--- src/rtl/cache_mem_arbiter.sv ---
// Round-robin arbiter sharing one block-wide memory port between the I-cache
// fill path and the D-cache fill/write-back path, with a per-transfer timeout.
module cache_mem_arbiter #(
  parameter int WORD_SIZE = 16,
  parameter int TIMEOUT   = 64
) (
  input  logic                   clk,
  input  logic                   reset_n,
  input  logic                   i_read_m,
  input  logic [WORD_SIZE-1:0]   i_address,
  output logic [4*WORD_SIZE-1:0] i_data,
  output logic                   i_inputReady,
  input  logic                   d_read_m,
  input  logic                   d_write_m,
  input  logic [WORD_SIZE-1:0]   d_address,
  input  logic [4*WORD_SIZE-1:0] d_wdata,
  output logic [4*WORD_SIZE-1:0] d_data,
  output logic                   d_inputReady,
  output logic                   d_ackOutput,
  output logic                   mem_read,
  output logic                   mem_write,
  output logic [WORD_SIZE-1:0]   mem_address,
  output logic [4*WORD_SIZE-1:0] mem_wdata,
  input  logic [4*WORD_SIZE-1:0] mem_rdata,
  input  logic                   mem_inputReady,
  input  logic                   mem_ackOutput,
  output logic                   busy,
  output logic                   timeout_err
);

  localparam int BW = 4 * WORD_SIZE;

  localparam logic [1:0] S_IDLE   = 2'd0;
  localparam logic [1:0] S_I_XFER = 2'd1;
  localparam logic [1:0] S_D_XFER = 2'd2;
  localparam logic [1:0] S_RESP   = 2'd3;

  localparam logic [7:0] WAIT_LAST = 8'(TIMEOUT - 1);

  logic [1:0]           state_q, state_d;
  logic                 last_d_q, last_d_d;
  logic [WORD_SIZE-1:0] addr_q, addr_d;
  logic [BW-1:0]        wdata_q, wdata_d;
  logic                 wr_q, wr_d;
  logic [7:0]           wait_q, wait_d;
  logic                 to_q, to_d;
  logic [BW-1:0]        i_data_q, i_data_d;
  logic [BW-1:0]        d_data_q, d_data_d;
  logic                 i_rdy_q, i_rdy_d;
  logic                 d_rdy_q, d_rdy_d;
  logic                 d_ack_q, d_ack_d;
  logic                 mem_rd_q, mem_rd_d;
  logic                 mem_wr_q, mem_wr_d;
  logic                 busy_q, busy_d;

  logic d_req_s;
  logic pick_d_s;
  logic done_s;
  logic finish_s;
  logic unused_s;

  assign d_req_s  = d_read_m | d_write_m;
  assign unused_s = ^{i_address[1:0], d_address[1:0]};

  // Next-state: grant selection in IDLE, completion/timeout tracking in XFER.
  always_comb begin
    state_d  = state_q;
    last_d_d = last_d_q;
    addr_d   = addr_q;
    wdata_d  = wdata_q;
    wr_d     = wr_q;
    wait_d   = wait_q;
    to_d     = to_q;
    i_data_d = i_data_q;
    d_data_d = d_data_q;
    mem_rd_d = mem_rd_q;
    mem_wr_d = mem_wr_q;
    i_rdy_d  = 1'b0;
    d_rdy_d  = 1'b0;
    d_ack_d  = 1'b0;
    pick_d_s = 1'b0;
    done_s   = 1'b0;
    finish_s = 1'b0;
    case (state_q)
      S_IDLE: begin
        // With both sides pending, the side not served last wins.
        pick_d_s = d_req_s && (!i_read_m || !last_d_q);
        if (i_read_m || d_req_s) begin
          last_d_d = pick_d_s;
          wait_d   = 8'd0;
          if (pick_d_s) begin
            addr_d   = {d_address[WORD_SIZE-1:2], 2'b00};
            wr_d     = d_write_m;
            wdata_d  = d_write_m ? d_wdata : wdata_q;
            mem_rd_d = ~d_write_m;
            mem_wr_d = d_write_m;
            state_d  = S_D_XFER;
          end else begin
            addr_d   = {i_address[WORD_SIZE-1:2], 2'b00};
            wr_d     = 1'b0;
            mem_rd_d = 1'b1;
            mem_wr_d = 1'b0;
            state_d  = S_I_XFER;
          end
        end else begin
          mem_rd_d = 1'b0;
          mem_wr_d = 1'b0;
        end
      end
      S_I_XFER, S_D_XFER: begin
        done_s = wr_q ? mem_ackOutput : mem_inputReady;
        if (done_s) begin
          finish_s = 1'b1;
          i_data_d = (!wr_q && !last_d_q) ? mem_rdata : i_data_q;
          d_data_d = (!wr_q &&  last_d_q) ? mem_rdata : d_data_q;
        end else if (wait_q == WAIT_LAST) begin
          // Release the cache with an empty block rather than hang it.
          finish_s = 1'b1;
          to_d     = 1'b1;
          i_data_d = (!wr_q && !last_d_q) ? {BW{1'b0}} : i_data_q;
          d_data_d = (!wr_q &&  last_d_q) ? {BW{1'b0}} : d_data_q;
        end else begin
          wait_d = wait_q + 8'd1;
        end
        if (finish_s) begin
          state_d  = S_RESP;
          mem_rd_d = 1'b0;
          mem_wr_d = 1'b0;
          d_ack_d  = wr_q;
          d_rdy_d  = !wr_q && last_d_q;
          i_rdy_d  = !wr_q && !last_d_q;
        end else begin
          state_d = state_q;
        end
      end
      S_RESP: begin
        state_d  = S_IDLE;
        mem_rd_d = 1'b0;
        mem_wr_d = 1'b0;
      end
      default: begin
        state_d  = S_IDLE;
        mem_rd_d = 1'b0;
        mem_wr_d = 1'b0;
      end
    endcase
  end

  assign busy_d = (state_d != S_IDLE);

  // State and output registers with synchronous active-low reset.
  always_ff @(posedge clk) begin
    if (!reset_n) begin
      state_q  <= S_IDLE;
      last_d_q <= 1'b0;
      addr_q   <= {WORD_SIZE{1'b0}};
      wdata_q  <= {BW{1'b0}};
      wr_q     <= 1'b0;
      wait_q   <= 8'd0;
      to_q     <= 1'b0;
      i_data_q <= {BW{1'b0}};
      d_data_q <= {BW{1'b0}};
      i_rdy_q  <= 1'b0;
      d_rdy_q  <= 1'b0;
      d_ack_q  <= 1'b0;
      mem_rd_q <= 1'b0;
      mem_wr_q <= 1'b0;
      busy_q   <= 1'b0;
    end else begin
      state_q  <= state_d;
      last_d_q <= last_d_d;
      addr_q   <= addr_d;
      wdata_q  <= wdata_d;
      wr_q     <= wr_d;
      wait_q   <= wait_d;
      to_q     <= to_d;
      i_data_q <= i_data_d;
      d_data_q <= d_data_d;
      i_rdy_q  <= i_rdy_d;
      d_rdy_q  <= d_rdy_d;
      d_ack_q  <= d_ack_d;
      mem_rd_q <= mem_rd_d;
      mem_wr_q <= mem_wr_d;
      busy_q   <= busy_d;
    end
  end

  assign i_data       = i_data_q;
  assign i_inputReady = i_rdy_q;
  assign d_data       = d_data_q;
  assign d_inputReady = d_rdy_q;
  assign d_ackOutput  = d_ack_q;
  assign mem_read     = mem_rd_q;
  assign mem_write    = mem_wr_q;
  assign mem_address  = addr_q;
  assign mem_wdata    = wdata_q;
  assign busy         = busy_q;
  assign timeout_err  = to_q;

endmodule

--- config.mk ---
export PLATFORM = sky130hd
export DESIGN_NAME = cache_mem_arbiter
export DESIGN_NICKNAME = d
export VERILOG_FILES = /design/src/rtl/cache_mem_arbiter.sv
export SDC_FILE = /design/constraint.sdc
export NUM_CORES = 1
export LEC_CHECK = 0
export CORE_AREA = 2 2 182 201
export CTS_BUF_LIST = sky130_fd_sc_hd__clkbuf_4
export CTS_CLUSTER_DIAMETER = 150
export DETAILED_ROUTE_END_ITERATION = 6
export DIE_AREA = 0 0 184 203
export GPL_ROUTABILITY_DRIVEN = 1
export MAX_ROUTING_LAYER = met4
export PLACE_DENSITY_LB_ADDON = 0.25
export SETUP_SLACK_MARGIN = 0.3
export SYNTH_ARGS = -nofsm -noshare
export SYNTH_HDL_FRONTEND = slang
export SYNTH_SLANG_ARGS = --single-unit
--- constraint.sdc ---
create_clock -name clk -period 2.1 [get_ports clk]
set_input_delay 0.42 -clock clk [delete_from_list [all_inputs] [get_ports clk]]
set_output_delay 0.42 -clock clk [all_outputs]
set_load 0.03 [all_outputs]
Yosys cells after proc, flatten, opt, wreduce, memory -nomap -nowiden
Cells that the tools add are included.
{"block": "word_totals", "reg_bits": 227, "input_bits": 167, "elab_cells": 75}
{"block": "op_classes", "addsub": 1, "eq_ne": 8, "mux": 28, "n_bitwise": 3, "n_reduce_logical": 20}
{"cell": "64-bit 2-to-1 mux", "n": 8}
{"cell": "8-bit 2-to-1 mux", "n": 3}
{"cell": "16-bit 2-to-1 mux", "n": 1}
{"cell": "8-bit case mux with 2 select lines", "n": 1}
{"cell": "3-bit AND reduction", "n": 4}
{"cell": "1-bit 2-to-1 mux", "n": 9}
{"cell": "8-bit by 1-bit adder with 8-bit output (second input constant)", "n": 1}
{"cell": "8-bit by 6-bit equality test with 1-bit output (second input constant)", "n": 1}
{"cell": "2-bit inequality test (second input constant)", "n": 4}
{"cell": "4-bit AND reduction", "n": 2}
{"cell": "2-bit 2-to-1 mux", "n": 3}
{"cell": "1-bit case mux with 3 select lines", "n": 2}
{"cell": "2-bit case mux with 3 select lines", "n": 1}
{"cell": "2-bit nonzero test", "n": 3}
{"cell": "2-bit equality test (second input constant)", "n": 2}
{"cell": "1-bit logical AND", "n": 3}
{"cell": "1-bit zero test", "n": 3}
{"cell": "2-bit by 1-bit equality test with 1-bit output (second input constant)", "n": 1}
{"cell": "2-bit zero test", "n": 1}
{"cell": "1-bit logical OR", "n": 2}
{"cell": "1-bit NOT", "n": 2}
{"cell": "2-bit AND reduction", "n": 1}
{"cell": "2-bit OR reduction", "n": 1}
{"cell": "1-bit bitwise OR", "n": 1}

Depth between registers and ports, before layout
{"block": "logic_depth", "ltp_word": 7, "depth_mapped": 7}

Worst setup path after synthesis
Ideal clock, no wire load.
{"block": "synth_path", "kind": "flip-flop to flip-flop", "start": "register state_q[0]", "end": "register wait_q[3]", "arrival_time_ns": 1.635, "required_time_ns": 1.984, "slack_ns": 0.349, "path_stages_with_launch": 8, "n_path_buf": 1, "cell_sequence": "dfxtp_1 > inv_1 > ha_1 > and4_1 > a222oi_1 > buf_4 > nand2_2 > a31o_1"}
{"block": "synth_between", "elab_chain_len": 4, "word_cells_on_any_way": 10, "cone_classes": "eq/ne: 5; mux: 1; reduce/logical: 4"}
{"item": "from (decl)", "line": "40", "rtl": "logic [1:0] state_q, state_d;"}
{"item": "from (signal assigned)", "line": "170", "rtl": "state_q <= state_d;"}
{"item": "2-bit by 1-bit equality test with 1-bit output or 2-bit equality test (tied branches)", "line": "84", "rtl": "case (state_q)"}
{"item": "2-bit OR reduction", "line": "84"}
{"item": "2-bit inequality test (no line) or 2-bit nonzero test (tied branches)"}
{"item": "4-bit AND reduction (no line)"}
{"item": "to (signal assigned)", "line": "175", "rtl": "wait_q <= wait_d;"}
{"item": "to (decl)", "line": "45", "rtl": "logic [7:0] wait_q, wait_d;"}
Several ways; a longest one is shown, not always the timed one.
A chain may end at the register's enable or synchronous reset.

Final worst setup path
{"block": "layout_path", "start": "register state_q[0]", "end": "register wait_q[6]"}
Same word-level chain as after synthesis.

==> out/qor.csv <==
stage,metric,value,unit
outcome,status,finished clean,
floorplan,Die H,203,um
yosys,cell count after synthesis,950,
sta,worst-margin pin slew,561,ps
detailed_routing,drt total wl,30100,um
sta,final hold vios,0,
power,Clock Power Share,0.334,
worst_hold_path,Hold Crit Class,input port to flip-flop,
detailed_routing,wire length per cell,16.2,um
sta,Final Cycle Share,0.833,
yosys,Post-synth EDFFs,0,
worst_setup_path,CP max FO,5,
sta,Tmin final,1750,ps
floorplan,I/O pin count,382,
global_routing,grt total ovfl,0,
power,internal power,7.91,mW
cells_and_area,Layout Nets,1548,
yosys,sequential-to-total area share from yosys stat,0.516,
cells_and_area,"most common cell after layout, fill and taps aside",nand2_1,
global_routing,antenna violations before repair,1,
floorplan,Die X,184,um
yosys,post-synth top area cell,dfxtp_1,
worst_setup_path,crit path cell chain,"inv_4, ha_4, and4_1, a222oi_1, buf_4, buf_6, a21boi_2, o21a_1",
sta,setup ws final,350,ps
worst_setup_path,WP data arrival,2270,ps
power,pwr/cell area,842,mW/mm2
floorplan,die area,0.0374,mm2
yosys,Seq cells post-synth,225,
run,max-cap check violation count,0,
floorplan,core area,0.0351,mm2
clock_tree,Root Buffer,clkbuf_4,
clock_tree,CTS tree,yes,
sta,Rel. slew slack,0.626,
yosys,"Primary FF master, synth",dfxtp_1,
sta,Setup TNS,0,ps
worst_setup_path,slowest CP cell,dfxtp_2,
yosys,"Distinct cells, synth",45,
global_routing,GRT Util Overall,0.159,
power,Sw Ratio,0.321,
worst_setup_path,CP Class,flip-flop to flip-flop,
worst_setup_path,"Data required, critical path",2620,ps
sta,RSZ-0062 raised after global routing,true,
cells_and_area,most frequent cells in the layout,"nand2_1, dfxtp_1, clkdlybuf4s50_1, mux2i_1",
yosys,Mapped Area,0.00873,mm2
cells_and_area,# fillers,3599,
placement,post-place setup slack,-4.03,ps
placement,hpwl dp,20800,um
placement,PortBufs,375,
sta,Final Setup Violations,0,
worst_setup_path,crit end category,flip-flop,
power,Sequential Power Share,0.406,
sta,clk_skew,32.8,ps
clock_tree,clock sink total,225,
placement,routability cong.,0.796,
power,Overall Power,11.6,mW
detailed_routing,vias per cell,4.41,
yosys,post-synth top area share,0.516,
yosys,asr flop ratio synth,0,
placement,placed cells,1738,
global_routing,first-pass GRT wire length,45100,um
global_routing,largest net degree at the start of global routing,101,
worst_setup_path,"slowest stage delay, CP",340,ps
cells_and_area,Layout Utilization,0.393,
yosys,"Avg Cell Area, Syn",9.19,um2
power,"IR drop worst, VDD",0.390,mV
detailed_routing,Starting DRT DRC Count,285,
worst_setup_path,Worst setup SP type,flip-flop,
cells_and_area,Final Non-Filler Cells,1861,
placement,dpl cell area,0.0131,mm2
power,combinational share of power,0.259,
cells_and_area,layout cell share with drive strength beyond 1,0.280,
sta,Final Max Slew Viols,0,
detailed_routing,TritonRoute pass-1 iters,4,
clock_tree,H-tree depth,3,
cells_and_area,design area,0.0138,mm2
yosys,warnings from Yosys,0,
clock_tree,Post-CTS Hold Fix Bufs,0,
power,sw power,3.73,mW
sta,FMAX,572,MHz
floorplan,Row Count,72,
global_routing,vias in the first global route,8334,
detailed_routing,via count,8212,
power,leak pwr,6.27,nW
detailed_routing,DRC viols,0,
cells_and_area,area grow syn2layout,58.3,%
clock_tree,"Clk pin slew, worst setup/hold paths",60,ps
detailed_routing,Detail Route Antenna Nets,0,
clock_tree,CTS Buf Count,66,
yosys,top post-synthesis cells by area,"dfxtp_1, mux2i_1, nand2_1",
clock_tree,clock buffer depth,3,
sta,WHS,144,ps
floorplan,initial core utilization,0.248,
clock_tree,Worst-Skew Late Latency,660,ps
[power groups by stage]
stage	clock network [mW]	logic (mW)	registers (mW)
finish	3.89	3.02	4.73
global route	4.32	3.25	4.77
CTS	4.10	3.02	4.73
detailed placement	0	3.05	4.82
global placement	0	3.04	4.81
floorplan	0	1.13	5.38
[kinds of logic after synthesis]
group                      Yosys count  synth area share
muxes                              146             0.168
and+or+nand+nor                    378             0.181
DFF                                225             0.516
buffers and inverters               82            0.0510
adders and majority gates            3           0.00430
other                                1          0.000430
AOI/OAI and AO/OA                  115            0.0787
[layout make-up]
cell class / count / area (um2) / share of cell area
Sequential cell: 225 / 4510 / 0.327
Timing Repair Buffer: 435 / 4110 / 0.297
Multi-Input combinational cell: 644 / 3860 / 0.279
Clock buffer: 94 / 706 / 0.0511
Tap cell: 444 / 556 / 0.0402
Clock inverter: 12 / 46.3 / 0.00335
Inverter: 6 / 25.0 / 0.00181
Antenna cell: 1 / 2.50 / 0.000181
[synthesized netlist by cell type, types with 2 or more instances]
master / instances
ha_1: 3
and3_1: 3
a211oi_1: 15
buf_1: 2
nor4_1: 2
o211ai_1: 3
nand3_1: 70
o21a_1: 6
buf_2: 23
nor2b_1: 2
o31a_1: 2
nor2_1: 24
inv_1: 5
dfxtp_1: 225
clkbuf_1: 34
mux2i_1: 144
nand2b_1: 3
buf_6: 12
buf_4: 5
a31oi_1: 4
nand2_1: 262
o21ai_0: 7
a21oi_1: 70
nor3_1: 3
[what timing repair did]
action / 4_1_cts / 5_1_grt
setup buffers: 4 / 5
cloned: 1 / 6
gates resized for setup: 737 / 146
endpoints found under the setup margin: 340 / 202
pin swaps: 3 / 6
[sequential cells by signal (all words and copies together), names as in the netlist, 2 cells and up]
register,count
d_data,64
i_data,64
mem_address,14
mem_wdata,64
state_q,2
wait_q,8
[metal layers]
metal  track usage  vias to the layer above  share of wire
li1              -                     4107              -
met1         0.172                     3760           0.40
met2         0.269                      270           0.50
met3        0.0409                       75          0.059
met4        0.0786                        0          0.037
met5             -                        -              0
[critical path: cells and delay by family, from the launching register on]
family                   cells  cell delay [ps]
AND/OR/NAND/NOR              1              200
adder cells (fa/ha/maj)      1              250
AO/OA/AOI/OAI                3              490
flip-flops                   1              340
buffers and inverters        3              360
[path summary, 6_finish.rpt]
kind | startpoint | depth (start not counted) | slack (ps) | end
max | state_q[0] | 8 | 350 | wait_q[6]
min reg2reg | mem_wdata[21] | 2 | 450 | mem_wdata[21]
max reg2reg | state_q[0] | 8 | 350 | wait_q[6]
min | reset_n | 3 | 140 | i_data[17]
(Power assumes the default switching activity.)
